## src/rtl/ddr_arb_pkg.sv

```systemverilog
// Shared definitions for the DDR read arbiter: FSM state encoding and
// default parameter values used by ddr_rd_arbiter and rr_pick.
package ddr_arb_pkg;

    typedef enum logic [2:0] {
        IDLE = 3'd0,
        ARB  = 3'd1,
        CMD  = 3'd2,
        XFER = 3'd3,
        DONE = 3'd4
    } arb_state_e;

    localparam int DEF_NUM_SLV = 4;
    localparam int DEF_ADDR_W  = 25;
    localparam int DEF_LEN_W   = 10;
    localparam int DEF_DATA_W  = 32;
    localparam int DEF_TMO_CYC = 4096;

endpackage

```

## src/rtl/rr_pick.sv

```systemverilog
// Round-robin picker: searches requesters starting one past the last owner
// and returns a one-hot grant (all zero when nobody requests).
module rr_pick
    import ddr_arb_pkg::*;
#(
    parameter int NUM_SLV = DEF_NUM_SLV,
    parameter int IDX_W   = $clog2(NUM_SLV)
) (
    input  logic [NUM_SLV-1:0] req,
    input  logic [IDX_W-1:0]   last,
    output logic [NUM_SLV-1:0] grant
);

    logic found;

    // First requester found walking from last+1 (wrapping) wins.
    always_comb begin
        grant = '0;
        found = 1'b0;
        for (int off = 1; off <= NUM_SLV; off++) begin
            for (int j = 0; j < NUM_SLV; j++) begin
                if (!found && req[j] && (j == (int'(last) + off) % NUM_SLV)) begin
                    grant[j] = 1'b1;
                    found    = 1'b1;
                end
            end
        end
    end

endmodule

```

## src/rtl/ddr_rd_arbiter.sv

```systemverilog
// DDR read arbiter: shares one DDR read controller between NUM_SLV
// requesters, one burst at a time, round-robin.
// Optional watchdog on command/transfer time: define ARB_TIMEOUT_EN.
module ddr_rd_arbiter
    import ddr_arb_pkg::*;
#(
    parameter int NUM_SLV = DEF_NUM_SLV,
    parameter int ADDR_W  = DEF_ADDR_W,
    parameter int LEN_W   = DEF_LEN_W,
    parameter int DATA_W  = DEF_DATA_W,
    parameter int TMO_CYC = DEF_TMO_CYC
) (
    input  logic                      ddr_clk,
    input  logic                      sys_rstn,
    input  logic [NUM_SLV-1:0]        slv_req,
    input  logic [NUM_SLV*ADDR_W-1:0] slv_raddr,
    input  logic [NUM_SLV*LEN_W-1:0]  slv_rlen,
    output logic [NUM_SLV-1:0]        slv_grant,
    output logic [NUM_SLV-1:0]        slv_wen,
    output logic [DATA_W-1:0]         slv_wdata,
    output logic [NUM_SLV-1:0]        slv_done,
    input  logic                      ready,
    output logic                      rd_start,
    input  logic                      rd_ack,
    output logic [ADDR_W-1:0]         rd_addr,
    output logic [LEN_W-1:0]          rd_len,
    input  logic                      ddr_rvalid,
    input  logic [DATA_W-1:0]         ddr_rdata,
    input  logic                      ddr_read_finish,
    output logic                      tmo_err
);

    localparam int IDX_W = $clog2(NUM_SLV);

    arb_state_e         state, state_nxt;
    logic [IDX_W-1:0]   last_grant, grant_idx;
    logic [NUM_SLV-1:0] pick;
    logic [ADDR_W-1:0]  sel_addr;
    logic [LEN_W-1:0]   sel_len;
    logic [LEN_W:0]     beat_cnt, cnt_nxt;
    logic               xfer_end;
    logic               tmo_hit;

    rr_pick #(
        .NUM_SLV (NUM_SLV),
        .IDX_W   (IDX_W)
    ) u_rr_pick (
        .req   (slv_req),
        .last  (last_grant),
        .grant (pick)
    );

    // Mux the winner's address/length out of the packed request buses.
    always_comb begin
        sel_addr = '0;
        sel_len  = '0;
        for (int i = 0; i < NUM_SLV; i++) begin
            if (pick[i]) begin
                sel_addr = slv_raddr[i*ADDR_W +: ADDR_W];
                sel_len  = slv_rlen[i*LEN_W +: LEN_W];
            end
        end
    end

    // Index of the current owner, recorded as last_grant when the burst ends.
    always_comb begin
        grant_idx = '0;
        for (int i = 0; i < NUM_SLV; i++) begin
            if (slv_grant[i]) grant_idx = IDX_W'(i);
        end
    end

    // Beat count saturates; the end test includes the beat arriving now so
    // no extra write enable leaks out after the last expected beat.
    assign cnt_nxt  = (&beat_cnt) ? beat_cnt : beat_cnt + 1'b1;
    assign xfer_end = ddr_read_finish || (ddr_rvalid && (cnt_nxt == {1'b0, rd_len}));

    // Next-state logic; ARB falls back to IDLE if the request vanished.
    always_comb begin
        state_nxt = state;
        case (state)
            IDLE: if (|slv_req) state_nxt = ARB;
            ARB: begin
                if (pick == '0)           state_nxt = IDLE;
                else if (sel_len == '0)   state_nxt = DONE;
                else                      state_nxt = CMD;
            end
            CMD: begin
                if (tmo_hit)              state_nxt = DONE;
                else if (rd_ack)          state_nxt = XFER;
            end
            XFER: if (tmo_hit || xfer_end) state_nxt = DONE;
            DONE:                         state_nxt = IDLE;
            default:                      state_nxt = IDLE;
        endcase
    end

    // State, ownership, latched command and beat counter.
    always_ff @(posedge ddr_clk or negedge sys_rstn) begin
        if (!sys_rstn) begin
            state      <= IDLE;
            last_grant <= IDX_W'(NUM_SLV - 1);
            slv_grant  <= '0;
            rd_addr    <= '0;
            rd_len     <= '0;
            beat_cnt   <= '0;
        end else begin
            state <= state_nxt;
            if (state == ARB && pick != '0) begin
                slv_grant <= pick;
                rd_addr   <= sel_addr;
                rd_len    <= sel_len;
                beat_cnt  <= '0;
            end
            if (state == XFER && ddr_rvalid) beat_cnt <= cnt_nxt;
            if (state == DONE) begin
                slv_grant  <= '0;
                last_grant <= grant_idx;
            end
        end
    end

    assign rd_start  = (state == CMD) && ready;
    assign slv_wen   = (state == XFER && ddr_rvalid) ? slv_grant : '0;
    assign slv_wdata = ddr_rdata;
    assign slv_done  = (state == DONE) ? slv_grant : '0;

`ifdef ARB_TIMEOUT_EN
    localparam int TMO_W = $clog2(TMO_CYC + 1);

    logic [TMO_W-1:0] tmo_cnt;
    logic             tmo_flag;

    assign tmo_hit = (state == CMD || state == XFER) && (tmo_cnt == TMO_W'(TMO_CYC - 1));

    // Watchdog: counts cycles spent waiting on the DDR side; flag is sticky.
    always_ff @(posedge ddr_clk or negedge sys_rstn) begin
        if (!sys_rstn) begin
            tmo_cnt  <= '0;
            tmo_flag <= 1'b0;
        end else begin
            if (state == CMD || state == XFER) tmo_cnt <= tmo_cnt + 1'b1;
            else                               tmo_cnt <= '0;
            if (tmo_hit) tmo_flag <= 1'b1;
        end
    end

    assign tmo_err = tmo_flag;
`else
    assign tmo_hit = 1'b0;
    assign tmo_err = 1'b0;
`endif

endmodule
```

## config.mk

```make
export PLATFORM = sky130hd
export DESIGN_NAME = ddr_rd_arbiter
export DESIGN_NICKNAME = d
export VERILOG_FILES = /design/src/rtl/ddr_arb_pkg.sv /design/src/rtl/rr_pick.sv /design/src/rtl/ddr_rd_arbiter.sv
export SDC_FILE = /design/constraint.sdc
export NUM_CORES = 1
export LEC_CHECK = 0
export CORE_ASPECT_RATIO = 1.4
export CORE_UTILIZATION = 32
export CTS_CLUSTER_SIZE = 14
export DETAILED_ROUTE_END_ITERATION = 6
export HOLD_SLACK_MARGIN = 0.08
export PLACE_DENSITY = 0.79
export SYNTH_ARGS = -nofsm -noshare
export SYNTH_HDL_FRONTEND = slang
export SYNTH_SLANG_ARGS = --single-unit
```

## constraint.sdc

```tcl
create_clock -name ddr_clk -period 2.3 [get_ports ddr_clk]
set_input_delay 0.69 -clock ddr_clk [delete_from_list [all_inputs] [get_ports ddr_clk]]
set_output_delay 0.69 -clock ddr_clk [all_outputs]
set_load 0.005 [all_outputs]
```

==> impl_results.md <==
* Clk_skew at about 0.0047 ns
* Mux cell area share after synthesis at less than 1%
* Storage element area at around 1400 sq um
* CP endpoint kind: register
* Synth area leaders: dfrtp_1, nand2_1, buf_4
* ANT nets after route at 0
* CTS Hold Buffers Added at 0
* # fillers at 956
* Post-Synth Adder-Cell Area at less than 1%
* Share of cells above drive strength 1 at 18.5%
* CTS buffer count at 5
* Most frequent standard cell in the layout excluding fill and tap cells: clkdlybuf4s50_1
* Antenna violations before repair at 0
* Commonest cells after routing, fill and taps aside: clkdlybuf4s50_1, nand2_1, buf_4
* H-tree levels at 2
* CP Data Arrival Time at between 2 and 2.5 ns
* Cell taking the most area after synthesis: dfrtp_1
* Synth unique cells at 57
* Die W at 92.2 microns
* # DRC at 6
* Core Util, Final at a little under three fifths
* Yosys warns at 0
* Synth Area in Simple Gates at 21.3%
* I/O Buffers at between 150 and 200
* Synth Area in Compound Gates at 24.7%
* Hold WC Path Type: input port to async pin
* Area growth, synth to finish at 71.7%
* Fin. Hold Viols at 0
* Share of the synthesized area in the top cell type at 36.4%
* Final slew viol count at 0
* Largest family of logic cells by synthesized area: compound AO/OA/AOI/OAI gates
* Post-synth EDFFs at 0
* Max Buffers Root-to-Sink at 2
* Setup TNS at 0 ns
* Gr usage total at between 20% and 30%
* Initial DRC Count at 370
* Routed len/inst at between 20 and 25 microns
* Post-Syn Area at approximately 3600 sq um
* Status: complete, but fails checks
* Failing checks: design-rule violations
* Design area at roughly 6300 sq um
* Synthesized instance count at 440
* Vias/cell at around 5.6
* Clock Tree Root: clkbuf_16
* Period utilization at a little under 100%
* Final #Nets at 819
* Placer Congestion at a little over 1
* Pwr dens at between 900 and 1000 nW/um^2
* Mapped Avg Cell Area at ~8.3 sq um
* First-pass GRT wire length at between 20 and 25 mm
* Worst-path clk slew at about 0.07 ns
* Worst-Skew Late Latency at 0.29 ns
* Worst EP required at 2.49 ns
* Synth async-reset ratio at 100%
* DIE HEIGHT at around 130 microns
* # rows at between 40 and 50
* Crit path max fanout at 6
* I/O pin cnt at between 200 and 300
* Most used flip-flop cell after synthesis: dfrtp_1
* Core area at ~11000 sq um
* Clock sink count at between 50 and 60
* Maximum vdd drop at 0.520 mV
* Vias in the first global route at 4167
* Hpwl dp at around 13 mm
* Routed wire length at 16.4 mm
* MaxCap Viol Count at 0
* Diodes inserted at 0
* Syn nets at 623
* XOR/XNOR Fraction of Synth Area at 3.61%
* Sequential area share after synthesis at 37.9%
* TritonRoute pass-1 iters at 7
* Minimum clock period after layout at 2.27 ns
* Total grt overflow at 0
* TritonCTS clock tree: done
* Largest net degree at the start of global routing at 41
* Area of the multi-input gates at ~2100 sq um
* Max Freq at approximately 440 MHz
* Via count at between 4000 and 5000
* Kind of critical path: register to register
* Tot Pwr at 6.18 mW
* Final setup fails at 0
* Cell Area, Placed at 5810 sq um
* Pleak at ~2.5 nW
* CP Launch Type: register
* Die area at roughly 12000 sq um
* Yosys reg bits at 55
* Initial Util at between 30% and 40%
[logic make-up after synthesis]
logic type,Yosys count
and+or+nand+nor,169
AOI/OAI and AO/OA,124
buffers and inverters,73
DFF,55
xor gates and xnor gates,15
muxes,2
adders and majority gates,1
other,1
[synthesized netlist by cell type, types with 6 or more instances]
cell type	n
nand2_1	73
clkbuf_1	18
dfrtp_1	53
buf_1	6
a221oi_1	10
and2_1	9
o21ai_0	16
a222oi_1	25
nor2_1	51
xnor2_1	12
o21ai_1	6
a31oi_1	28
buf_4	35
buf_2	9
a21oi_1	17
nand3_1	7
[metrics by stage]
step,setup slack (ns),hold WS [ns],std cells
6_report,0.0339,0.303,778
3_5_place_dp,-0.834,0.504,759
5_1_grt,-0.0988,0.319,778
4_1_cts,-0.135,0.312,773
2_1_floorplan,0.0366,0.394,440
3_3_place_gp,-0.761,0.495,759
[path summary, 6_finish.rpt]
path / cells past startpoint / slack (ns) / from / to
worst max-delay path: 7 / 0.03 / last_grant[1] / state[1]
worst min-delay path: 1 / 0.30 / sys_rstn / rd_len[7]
worst max register to register: 7 / 0.03 / last_grant[1] / state[1]
worst min register to register: 2 / 0.54 / rd_len[1] / rd_len[1]
max in group asynchronous: 2 / 1.46 / sys_rstn / last_grant[1]
min in group ddr_clk: 2 / 0.54 / rd_len[1] / rd_len[1]
[what timing repair did]
action | CTS | global route
setup endpoints to repair | 46 | 18
resized for setup | 46 | 31
setup buffers | 4 | 4
pin swaps | 14 | 16
cloned | 2 | 1
[layer usage]
metal  up-vias  track usage (%)  part of all wire [%]
li1       1985                -                     -
met1      2036             28.4                    35
met2       294             44.5                    49
met3        70             8.90                    10
met4         0             14.9                   5.4
met5         -                0                     0
[power by group]
group | switching (mW) | leakage, nW | internal, mW
sequential | 0.354 | 0.669 | 1.38
clock | 0.342 | 0.0772 | 0.465
combinational | 1.70 | 1.79 | 1.94
total | 2.39 | 2.53 | 3.78
[area by class of cell]
class | count | share of cell area, %
Clock buffer | 8 | 2.50
Inverter | 5 | 0.300
Multi-Input combinational cell | 315 | 33.7
Sequential cell | 55 | 22.1
Tap cell | 141 | 2.82
Timing Repair Buffer | 254 | 38.6
[critical path: stages (launching register included)]
cell	delay, ns
dfstp_2	0.61
nor2_2	0.09
o311a_4	0.41
a221oi_2	0.24
o21ai_1	0.12
nor4_1	0.29
nand4_1	0.17
a32o_1	0.23
[flip-flops by register name, indices dropped and copies added, names as in the netlist]
signal / flops
rd_addr: 25
beat_cnt: 11
rd_len: 10
slv_grant: 4
state: 3
last_grant: 2
(Power assumes the default switching activity.)
